File: config.mk
export PLATFORM = sky130hd
export DESIGN_NAME = bat_scheduler
export DESIGN_NICKNAME = d
export VERILOG_FILES = /design/src/rtl/pong_pkg.sv /design/src/rtl/bat_window.sv /design/src/rtl/bat_scheduler.sv
export SDC_FILE = /design/constraint.sdc
export NUM_CORES = 1
export LEC_CHECK = 0
export CAP_MARGIN = 5
export CORE_ASPECT_RATIO = 1.75
export CORE_MARGIN = 10
export CORE_UTILIZATION = 51
export CTS_CLUSTER_DIAMETER = 150
export DETAILED_ROUTE_END_ITERATION = 12
export PLACE_DENSITY = 0.87
export SKIP_CTS_REPAIR_TIMING = 1
export SYNTH_ARGS = -nofsm -noshare
export SYNTH_HDL_FRONTEND = slang
export SYNTH_SLANG_ARGS = --single-unit
export TNS_END_PERCENT = 5
File: constraint.sdc
create_clock -name clk -period 2.75 [get_ports clk]
set_input_delay 0.4125 -clock clk [delete_from_list [all_inputs] [get_ports clk]]
set_output_delay 0.4125 -clock clk [all_outputs]
set_load 0.005 [all_outputs]
File: src/rtl/pong_pkg.sv
// Shared constants, FSM state type and bat move rule for the Pong bat logic.
package pong_pkg;

    localparam int H_W       = 9;
    localparam int BAT_LINES = 16;
    localparam int STEP      = 2;
    localparam int Y_INIT    = 112;
    localparam int V_LAST    = 239;
    localparam int Y_MAX     = V_LAST - BAT_LINES + 1;
    localparam int LEFT_X    = 16;
    localparam int RIGHT_X   = 232;
    localparam int BAT_W     = 4;

    typedef enum logic [1:0] {
        IDLE   = 2'd0,
        UPDATE = 2'd1,
        SCAN   = 2'd2
    } state_t;

    // One frame of bat motion; 10-bit arithmetic so y+STEP cannot wrap.
    function automatic logic [H_W-1:0] move_y(input logic [H_W-1:0] y,
                                              input logic up,
                                              input logic down);
        logic [H_W:0] y_ext;
        logic [H_W:0] y_sum;
        y_ext  = {1'b0, y};
        y_sum  = y_ext + (H_W+1)'(STEP);
        move_y = y;
        if (up && !down) begin
            move_y = (y_ext < (H_W+1)'(STEP)) ? '0 : y - H_W'(STEP);
        end else if (down && !up) begin
            move_y = (y_sum > (H_W+1)'(Y_MAX)) ? H_W'(Y_MAX) : y_sum[H_W-1:0];
        end
    endfunction

endpackage

File: src/rtl/bat_window.sv
// Per-bat vertical window: opens on the hsync of the bat's top line and stays
// open for BAT_LINES hsync periods; cnt is the line offset inside the bat.
module bat_window
    import pong_pkg::*;
(
    input  logic           clk,
    input  logic           reset,
    input  logic           hs_rise,
    input  logic           clear,
    input  logic [H_W-1:0] vpos,
    input  logic [H_W-1:0] y,
    output logic           vbat,
    output logic [3:0]     cnt
);

    localparam logic [3:0] CNT_LAST = 4'(BAT_LINES - 1);

    logic       r_vbat;
    logic [3:0] r_cnt;

    always_ff @(posedge clk) begin
        if (reset || clear) begin
            r_vbat <= 1'b0;
            r_cnt  <= 4'd0;
        end else if (hs_rise) begin
            if (!r_vbat) begin
                if (vpos == y) begin
                    r_vbat <= 1'b1;
                    r_cnt  <= 4'd0;
                end
            end else if (r_cnt == CNT_LAST) begin
                // Counter parks at the last line so a closed window cannot restart mid-count.
                r_vbat <= 1'b0;
            end else begin
                r_cnt <= r_cnt + 4'd1;
            end
        end
    end

    assign vbat = r_vbat;
    assign cnt  = r_cnt;

endmodule

File: src/rtl/bat_scheduler.sv
// Both Pong bats: per-frame movement at vsync, per-line vertical windows,
// fixed bat columns and one shared segment index selected by column.
module bat_scheduler
    import pong_pkg::*;
(
    input  logic           clk,
    input  logic           reset,
    input  logic [H_W-1:0] hpos,
    input  logic [H_W-1:0] vpos,
    input  logic           hsync,
    input  logic           vsync,
    input  logic           p1_up,
    input  logic           p1_down,
    input  logic           p2_up,
    input  logic           p2_down,
    output logic [H_W-1:0] bat1_y,
    output logic [H_W-1:0] bat2_y,
    output logic           vbat_l,
    output logic           vbat_r,
    output logic           hbat_l,
    output logic           hbat_r,
    output logic [2:0]     bcd,
    output logic           bat_gfx,
    output logic [1:0]     o_dbg_state
);

    state_t         r_state;
    state_t         w_state_nxt;
    logic           r_hsync_q;
    logic           r_vsync_q;
    logic [H_W-1:0] r_bat1_y;
    logic [H_W-1:0] r_bat2_y;
    logic           w_hs_rise;
    logic           w_vs_rise;
    logic           w_hs_win;
    logic           w_clear;
    logic           w_vbat_l;
    logic           w_vbat_r;
    logic [3:0]     w_cnt_l;
    logic [3:0]     w_cnt_r;
    logic           w_hbat_l;
    logic           w_hbat_r;
    logic [2:0]     w_bcd;

    assign w_hs_rise = hsync & ~r_hsync_q;
    assign w_vs_rise = vsync & ~r_vsync_q;

    always_ff @(posedge clk) begin
        if (reset) begin
            r_hsync_q <= 1'b0;
            r_vsync_q <= 1'b0;
        end else begin
            r_hsync_q <= hsync;
            r_vsync_q <= vsync;
        end
    end

    always_comb begin
        w_state_nxt = r_state;
        case (r_state)
            IDLE:    if (w_vs_rise) w_state_nxt = UPDATE;
            UPDATE:  w_state_nxt = SCAN;
            SCAN:    if (w_vs_rise) w_state_nxt = UPDATE;
            default: w_state_nxt = IDLE;
        endcase
    end

    always_ff @(posedge clk) begin
        if (reset) begin
            r_state  <= IDLE;
            r_bat1_y <= H_W'(Y_INIT);
            r_bat2_y <= H_W'(Y_INIT);
        end else begin
            r_state <= w_state_nxt;
            if (r_state == UPDATE) begin
                r_bat1_y <= move_y(r_bat1_y, p1_up, p1_down);
                r_bat2_y <= move_y(r_bat2_y, p2_up, p2_down);
            end
        end
    end

    // A vsync edge in the same clock masks the hsync edge.
    assign w_clear  = (r_state == UPDATE);
    assign w_hs_win = w_hs_rise & (r_state == SCAN) & ~w_vs_rise;

    bat_window u_win_l (
        .clk     (clk),
        .reset   (reset),
        .hs_rise (w_hs_win),
        .clear   (w_clear),
        .vpos    (vpos),
        .y       (r_bat1_y),
        .vbat    (w_vbat_l),
        .cnt     (w_cnt_l)
    );

    bat_window u_win_r (
        .clk     (clk),
        .reset   (reset),
        .hs_rise (w_hs_win),
        .clear   (w_clear),
        .vpos    (vpos),
        .y       (r_bat2_y),
        .vbat    (w_vbat_r),
        .cnt     (w_cnt_r)
    );

    assign w_hbat_l = (hpos >= H_W'(LEFT_X))  && (hpos < H_W'(LEFT_X + BAT_W));
    assign w_hbat_r = (hpos >= H_W'(RIGHT_X)) && (hpos < H_W'(RIGHT_X + BAT_W));

    // Single segment index: left column wins, then right; closed window reads 0.
    always_comb begin
        w_bcd = 3'd0;
        if (w_hbat_l) begin
            if (w_vbat_l) w_bcd = 3'(w_cnt_l >> 1);
        end else if (w_hbat_r) begin
            if (w_vbat_r) w_bcd = 3'(w_cnt_r >> 1);
        end
    end

    assign bat1_y      = r_bat1_y;
    assign bat2_y      = r_bat2_y;
    assign vbat_l      = w_vbat_l;
    assign vbat_r      = w_vbat_r;
    assign hbat_l      = w_hbat_l;
    assign hbat_r      = w_hbat_r;
    assign bcd         = w_bcd;
    assign bat_gfx     = (w_vbat_l & w_hbat_l) | (w_vbat_r & w_hbat_r);
    assign o_dbg_state = r_state;

endmodule
# Word-level counts from Yosys, hierarchy flattened
# Index checks and enable logic that the tools add are counted.
[op_classes] addsub=6 n_mul=0 n_div=0 magnitude_cmp=8 n_eq_ne=9 n_shift=0 muxes=26 bitwise_logic=10 n_reduce_logical=21
[ops] cell="9-bit 2-to-1 mux" n=8
[ops] cell="4-bit 2-to-1 mux" n=6
[ops] cell="9-bit by 2-bit adder with 10-bit output (second input constant)" n=2
[ops] cell="10-bit by 8-bit greater-than comparator with 1-bit output (second input constant)" n=2
[ops] cell="9-bit equality test" n=2
[ops] cell="9-bit by 2-bit < comparator with 1-bit output (second input constant)" n=2
[ops] cell="9-bit by 2-bit subtractor with 9-bit output (second input constant)" n=2
[ops] cell="3-bit 2-to-1 mux" n=4
[ops] cell="9-bit by 5-bit >= comparator with 1-bit output (second input constant)" n=1
[ops] cell="9-bit by 8-bit >= comparator with 1-bit output (second input constant)" n=1
[ops] cell="9-bit by 5-bit < comparator with 1-bit output (second input constant)" n=1
[ops] cell="9-bit by 8-bit < comparator with 1-bit output (second input constant)" n=1
[ops] cell="4-bit by 1-bit adder with 4-bit output (second input constant)" n=2
[ops] cell="4-bit equality test (second input constant)" n=2
[ops] cell="2-bit nonzero test" n=4
[ops] cell="1-bit AND" n=6
[ops] cell="1-bit logical AND" n=6
[ops] cell="1-bit 2-to-1 mux" n=6
[ops] cell="3-bit AND reduction" n=2
[ops] cell="1-bit logical NOT" n=4
[ops] cell="2-bit inequality test (second input constant)" n=2
[ops] cell="2-bit case mux with 2 select lines" n=1
[ops] cell="2-bit AND reduction" n=2
[ops] cell="1-bit NOT" n=3
[ops] cell="8 further kinds" n=8
[word_totals] register_bits=32 latch_bits=0 mem_bits_rw=0 rom_bits=0 input_bits=26 n_memories=0

# Logic depth before layout (Yosys ltp)
# Gate-level depths: netlist (run 1).
[depth] ltp_word=5 depth_mapped=8 mapped_depth_nobuf=7

# Cells and area by module
# Synthesis (run 1) repeated with hierarchy kept, for this count alone.
[hier_totals] hier_cells=340 hier_area_um2=2625.0
[by_module_without_submodules] mod="bat_scheduler" n_inst=1 cells_per_inst=246 area_per_inst_um2=1849.3 seq_area_each_um2=400.4
[by_module_without_submodules] mod="bat_window" n_inst=2 cells_per_inst=47 area_per_inst_um2=387.9 seq_area_each_um2=100.1

# Least setup slack after synthesis (run 1)
# OpenSTA, ideal clock, no wires.
[synth_timing] path_type="in2out" startpoint="input hpos[2]" endpoint="output bcd[0]" arrival_time_ns=1.679 required_time_ns=2.338 setup_slack_ns=0.658 cell_stages=4 cell_sequence="or4_1 > nor4b_1 > and2_1 > a22o_1"
[synth_via] word_cells_on_any_way=8 cone_classes="4 x order compare; 2 x mux; 2 x reduce/logical"
[synth_rtl] element="from (decl)" line_no="bat_scheduler.sv:8" rtl="input logic [H_W-1:0] hpos,"
[synth_rtl] element="9-bit by 5-bit >= comparator with 1-bit output or 9-bit by 5-bit < comparator with 1-bit output (tied branches)" line_no="bat_scheduler.sv:108" rtl="assign w_hbat_l = (hpos >= H_W'(LEFT_X)) && (hpos < H_W'(LEFT_X + BAT_W));"
[synth_rtl] element="1-bit logical AND *" line_no="bat_scheduler.sv:108"
[synth_rtl] element="net hbat_l" line_no="bat_scheduler.sv:20" rtl="output logic hbat_l,"
[synth_rtl] element="3-bit 2-to-1 mux *" line_no="bat_scheduler.sv:114" rtl="if (w_hbat_l) begin"
[synth_rtl] element="to (decl)" line_no="bat_scheduler.sv:22" rtl="output logic [2:0] bcd,"
# The timed path passes the listed nets; every way through them passes the cells marked *.

# Worst setup path in the final report (run 1)
[layout_timing] startpoint="input hpos[2]" endpoint="output hbat_l"
[layout_via] elab_chain_cells=2 word_cells_on_any_way=3 cone_classes="2 x order compare; 1 x reduce/logical"
[layout_lines] element="9-bit by 5-bit >= comparator with 1-bit output or 9-bit by 5-bit < comparator with 1-bit output (tied branches)" line_no="bat_scheduler.sv:108"
[layout_lines] element="1-bit logical AND *" line_no="bat_scheduler.sv:108"
[layout_lines] element="to (decl)" line_no="bat_scheduler.sv:20"
# Every way passes the cells marked *; elsewhere a longest branch is shown, timed or not.

==> flow_summary_export.csv, run 1 <==
group,metric,value,unit
sta,final_layout_worst_hold_slack,0.414,ns
worst_setup_path,crit_type,"primary input to output port",
detailed_routing,first_pass_iters,4,
place,place_hpwl,5810,um
clock_tree,insertion_delay,0.29,ns
power,switching_share,26.5,%
worst_setup_path,capturing_element_type_of_the_critical_path,"output port",
worst_setup_path,critPathRequiredTime,2.34,ns
detailed_routing,drt-wirelength-per-cell,18.6,um
finish,multiInputGateArea,0.00173,sq mm
min_path,hold_class,"flop to flop",
detailed_routing,route.antenna.remaining_nets,0,
floorplan,dieWidth,72.8,um
power,clockPowerShare,39.4,%
place,final_wtd_congestion,1.01,
finish,antenna-diode-count,0,
yosys,ys_seq_elements,30,
sta,fin_skew,0.00613,ns
finish,design_area,0.00309,sq mm
floorplan,die_height,112,um
global_routing,grt_max_degree,20,
power,power_density,361,mW/mm^2
worst_setup_path,timing.critical_path.from_type,"primary input",
yosys,synth_seq_area_share,24.1,%
worst_setup_path,timing.rr.start,"bat1_y[1]",
floorplan,ioPinCount,54,
global_routing,grt_pass1_vias,2600,
power,pwr-share-seq,42.4,%
detailed_routing,detailroute.via_count,2661,
global_routing,grt.total_usage,18.0,%
worst_setup_path,ff2ff_path_depth,7,
global_routing,grt_pass1_wl,12300,um
yosys,synth.avg_cell_area,7.77,sq um
yosys,synth_enable_flop_cells,0,
clock_tree,cts.htree.levels,2,
sta,timing.final.ws_setup,0.141,ns
place,place_ws,-0.314,ns
place,placed_cell_area,0.00295,sq mm
finish,flow.area_growth_from_synthesis,24.1,%
clock_tree,cts_tree,"yes",
yosys,mappedNetlistArea,0.00249,sq mm
flow_run,drv_cap,0,
min_path,hold-path-cell-count,1,
yosys,ys_warn_count,0,
detailed_routing,vias_per_cell,6.51,
yosys,netlist_instances,320,
clock_tree,clk_pin_slew,0.06,ns
status,run_status,"complete, no violations",
yosys,postSynth.topFlopCell,"dfxtp_1",
global_routing,initial_antenna_violation_count,0,
sta,tightest_slew,0.766,ns
power,switching_power,0.296,mW
detailed_routing,route.final.wire_length,7600,um
floorplan,start_util,52.8,%
sta,timing_max_transition_violations_final,0,
place,port_buffers,49,
worst_setup_path,wp_data_arrival,2.20,ns
sta,setup_repair_after_global_routing_missed_its_margin,"false",
sta,report.final.hold_viol_count,0,
floorplan,core_area,0.00471,sq mm
finish,layout.cells.non_filler,409,
yosys,synth_async_sr_flop_share,0,%
power,p_int,0.819,mW
clock_tree,number_of_buffers_between_clock_root_and_the_deepest_sink,2,
power,static-leakage-power,1.18,nW
power,power.combinational.fraction,18.2,%
sta,final-setup-viol-count,0,
floorplan,floorplan.rows,33,
worst_setup_path,worst_setup_path_startpoint,"hpos[2]",
sta,max-slew-margin-rel,48.3,%
finish,layout-drive-gt1-share,9.24,%
sta,fmaxAchievable,0.383,GHz
power,vdd_ir_drop_max,0.000397,V
finish,design.final.nets,390,
clock_tree,tritoncts_num_sinks,30,
sta,setup_tns,0,ns
sta,timing.final.crit_period,2.61,ns
floorplan,dieArea,0.00818,sq mm
place,numPlacedInstances,401,
min_path,min-delay-start,"r_vsync_q",
finish,ff_latch_area,601,sq um
clock_tree,root_buffer,"clkbuf_8",
worst_setup_path,cp_max_fo,2,
clock_tree,numCtsBuffers,5,
detailed_routing,initialDrtViolationCount,147,
sta,period_share,94.9,%
yosys,synth_cell_types,59,
finish,filler_cell_count,416,
global_routing,globalRoute.totalOverflow,0,
detailed_routing,drc_errors,0,
final timing paths:
path	endpoint	slack [ns]
worst max-delay path	hbat_l	0.14
worst max register to register	bat1_y[4]	0.39
worst min register to register	o_dbg_state[0]	0.41
worst min-delay path	o_dbg_state[0]	0.41
Yosys cell counts (all sizes together), types with 6 or more instances:
master,count,area [sq um]
xor2,16,140
o211ai,7,52.6
nand3,12,60.1
nand3b,6,45.0
nor3,16,80.1
dfxtp,30,601
o21ai,17,92.6
nor2,19,71.3
inv,9,33.8
buf,19,115
xnor2,7,61.3
nor2b,8,50.1
ha,8,100
a21oi,23,115
a31oi,10,62.6
clkbuf,9,33.8
nand2,20,75.1
cell usage in the layout (no fill, tap or decap), drive strengths merged, types with 5 or more instances in the layout:
cell type and count:
nand2b 5, nand3 12, a21oi 23, xor2 16, nand2 20, nand3b 6, and3 5, nor2 19
ha 8, nor2b 8, nor3 16, mux2i 5, clkbuf 7, inv 9, clkdlybuf4s50 45, dfxtp 30
a31oi 10, xnor2 7, o211ai 7, buf 7, o21ai 17
critical path, stage by stage:
cell and delay (ns):
clkdlybuf4s50_1 0.43, or4_4 0.56, nor4b_4 0.24, clkdlybuf4s50_1 0.55
per-stage QoR:
stage	utilization, %	total power, mW
after floorplan	-	0.592
after global placement	62.7	0.672
after detailed placement	62.7	0.679
after CTS	64.9	1.11
after global routing	65.6	1.15
final	65.6	1.12
area by class of cell:
type,count,area share [%]
multi-input combinational,254,56.0
sequential,30,19.4
timing repair buffer,56,17.9
clock buffer,7,2.47
tap,52,2.11
inverter,9,1.09
clock inverter,1,0.972
layer usage:
metal	vias up	wire, um	track usage (%)
met3	24	517	4.59
li1	1250	-	-
met5	-	0	0
met1	1270	2640	17.2
met4	0	278	10.3
met2	117	4170	33.0
state kept, by name, summed over array words and instances (netlist names):
register,count
u_win_l.vbat,1
bat2_y,8
u_win_r.cnt,4
u_win_r.vbat,1
r_hsync_q,1
o_dbg_state,2
r_vsync_q,1
bat1_y,8
u_win_l.cnt,4
power by group through the flow:
stage                     clock [mW]  combinational [mW]  sequential (mW)
after detailed placement           0               0.198            0.481
after CTS                      0.442               0.199            0.472
after floorplan                    0               0.128            0.464
after global placement             0               0.191            0.481
final                          0.440               0.203            0.473
after global routing           0.459               0.220            0.475
cell families (layout without fill, tap and decap cells):
logic type	count (synthesis)	after routing	share of synthesized area (%)
AND/OR/NAND/NOR	127	127	29.2
XOR/XNOR	23	23	8.10
adder cells (fa/ha/maj)	8	8	4.02
multiplexers	5	5	2.01
flip-flops	30	30	24.1
buffers and inverters	37	73	7.34
other	1	2	0.151
AO/OA/AOI/OAI	89	89	25.1
No activity file was read; power rests on OpenSTA's default activity.
==> inputs of run 2 (changes only) <==
- GPL_TIMING_DRIVEN: unset -> 0
- PLACE_DENSITY: 0.87 -> unset
- PLACE_DENSITY_LB_ADDON: unset -> 0.2
==> run 2 against run 1 <==
Compared with the run above: first-iteration DRC count is 12% higher; setup slack better by 0.026 ns; sequential power is 3% lower; clock skew is 0.0032 ns lower; hold slack worse by 0.0083 ns; maximum frequency is 1.0% higher; count of clock-buffer cells in the layout stayed put; global-route usage is 0.34 points higher; critical path type is now primary input to flop; design area is 2.8% higher.
==> flow_summary_export.csv, run 2 (synthesis gave the netlist of run 1 again) <==
group,metric,value,unit
sta,fmaxAchievable,0.387,GHz
floorplan,dieWidth,72.8,um
worst_setup_path,cp_max_fo,7,
finish,antenna-diode-count,0,
global_routing,globalRoute.totalOverflow,0,
floorplan,floorplan.rows,33,
sta,fin_skew,0.00294,ns
worst_setup_path,critPathTopFamily,"simple AND/OR/NAND/NOR gates",
clock_tree,numCtsBuffers,5,
detailed_routing,route.final.wire_length,7590,um
floorplan,die_height,112,um
worst_setup_path,timing.critical_path.from_type,"primary input",
min_path,hold_class,"flop to flop",
sta,period_share,93.9,%
clock_tree,root_buffer,"clkbuf_8",
power,power_density,331,mW/mm^2
worst_setup_path,worst_r2r_dst,"bat1_y[4]",
worst_setup_path,slowest_cell_on_the_critical_path,"nor3b_1",
global_routing,grt_max_degree,11,
flow_run,drv_cap,0,
worst_setup_path,worst-path-buf-inv,2,
detailed_routing,drc_errors,0,
clock_tree,insertion_delay,0.28,ns
finish,layout-drive-gt1-share,12.1,%
sta,timing.final.crit_period,2.58,ns
detailed_routing,route.antenna.remaining_nets,0,
floorplan,ioPinCount,54,
sta,timing_max_transition_violations_final,0,
worst_setup_path,capturing_element_type_of_the_critical_path,"flop",
finish,ff_latch_area,601,sq um
worst_setup_path,ff2ff_path_depth,7,
detailed_routing,detailroute.via_count,2696,
floorplan,dieArea,0.00818,sq mm
power,static-leakage-power,1.25,nW
finish,flow.area_growth_from_synthesis,27.6,%
worst_setup_path,critPathRequiredTime,2.97,ns
worst_setup_path,worst_setup_path_startpoint,"p2_down",
worst_setup_path,critical-path-max-stage-delay,0.81,ns
detailed_routing,vias_per_cell,6.26,
finish,design_area,0.00317,sq mm
power,vdd_ir_drop_max,0.000276,V
worst_setup_path,path_cells,"clkdlybuf4s50_1 > inv_1 > ha_1 > nor3b_1 > nand2_1 > nor4b_1 > a21oi_1 > nor2_1",
finish,most_common_library_cell_in_the_layout_ignoring_fill_and_taps,"clkdlybuf4s50_1",
finish,design.final.nets,412,
detailed_routing,first_pass_iters,5,
power,power_consumption,1.05,mW
worst_setup_path,worstSetupEndpoint,"bat2_y[8]",
worst_setup_path,wp_data_arrival,2.80,ns
sta,final_layout_worst_hold_slack,0.406,ns
clock_tree,tritoncts_num_sinks,30,
finish,layout.cells.most_common_list,"44 x clkdlybuf4s50_1, 30 x dfxtp_1, 23 x a21oi_1",
detailed_routing,initialDrtViolationCount,165,
detailed_routing,drt-wirelength-per-cell,17.6,um
global_routing,grt_pass1_vias,2635,
worst_setup_path,crit_type,"primary input to flop",
sta,tightest_slew,0.998,ns
place,port_buffers,49,
place,final_wtd_congestion,0.971,
finish,multiInputGateArea,0.00173,sq mm
global_routing,initial_antenna_violation_count,0,
finish,filler_cell_count,428,
place,placed_cell_area,0.00305,sq mm
clock_tree,cts.htree.levels,2,
floorplan,core_area,0.00471,sq mm
sta,final-setup-viol-count,0,
global_routing,grt.total_usage,18.4,%
place,place_hpwl,5820,um
clock_tree,clk_pin_slew,0.06,ns
worst_setup_path,reg2reg_setup_slack,0.23,ns
sta,timing.final.ws_setup,0.167,ns
global_routing,grt_pass1_wl,12500,um
clock_tree,cts_tree,"yes",
worst_setup_path,timing.rr.start,"bat1_y[1]",
sta,setup_repair_after_global_routing_missed_its_margin,"false",
worst_setup_path,critical_path_depth,8,
sta,max-slew-margin-rel,33.3,%
floorplan,start_util,52.8,%
sta,report.final.hold_viol_count,0,
clock_tree,number_of_buffers_between_clock_root_and_the_deepest_sink,2,
status,run_status,"complete, no violations",
place,place_ws,-0.406,ns
==> run 2: cell types whose count changed in the layout (fill, tap and decap cells not counted), sizes merged <==
| cell | previous run | this run |
|---|---|---|
| buf | 7 | 21 |
| clkbuf | 7 | 16 |
| clkdlybuf4s50 | 45 | 44 |
| bufinv | 1 | 0 |
| clkinv | 0 | 1 |
==> run 2: layer usage <==
metal	track usage (%)	wire length (um)	up-vias	part of all wire [%]
li1	-	-	1297	-
met1	18.6	2860	1247	38
met2	32.1	3920	129	52
met3	4.67	518	23	6.8
met4	10.9	292	0	3.8
met5	0	0	-	0
==> run 2: how the worst min path moves through the flow <==
stage,start,to,cells after the start
floorplan,r_vsync_q,o_dbg_state[0],1
detailed placement,r_vsync_q,o_dbg_state[0],1
CTS,r_vsync_q,o_dbg_state[0],1
global placement,r_vsync_q,o_dbg_state[0],1
finish,r_vsync_q,o_dbg_state[0],1
global route,r_vsync_q,o_dbg_state[0],1
==> run 2: report_power, final <==
part           leakage (nW)  switching [mW]  total [mW]  internal, mW
Clock                0.0482           0.168       0.369         0.202
Combinational         0.954           0.119       0.226         0.107
Sequential            0.243          0.0116       0.457         0.445
Total                  1.25           0.298        1.05         0.754
==> run 2: area by class of cell <==
class / count / area share, %
buffer: 28 / 4.69
clock inverter: 1 / 0.158
sequential: 30 / 18.9
inverter: 9 / 1.06
tap: 52 / 2.05
timing repair buffer: 50 / 15.9
clock buffer: 7 / 2.72
multi-input combinational: 254 / 54.5
==> run 2: through the flow <==
step | cells | utilization [%] | setup TNS [ns]
floorplan | 321 | - | 0
global placement | 422 | 64.7 | -1.31
detailed placement | 422 | 64.7 | -1.79
CTS | 430 | 66.7 | -1.71
global route | 431 | 67.4 | 0
finish | 431 | 67.4 | 0
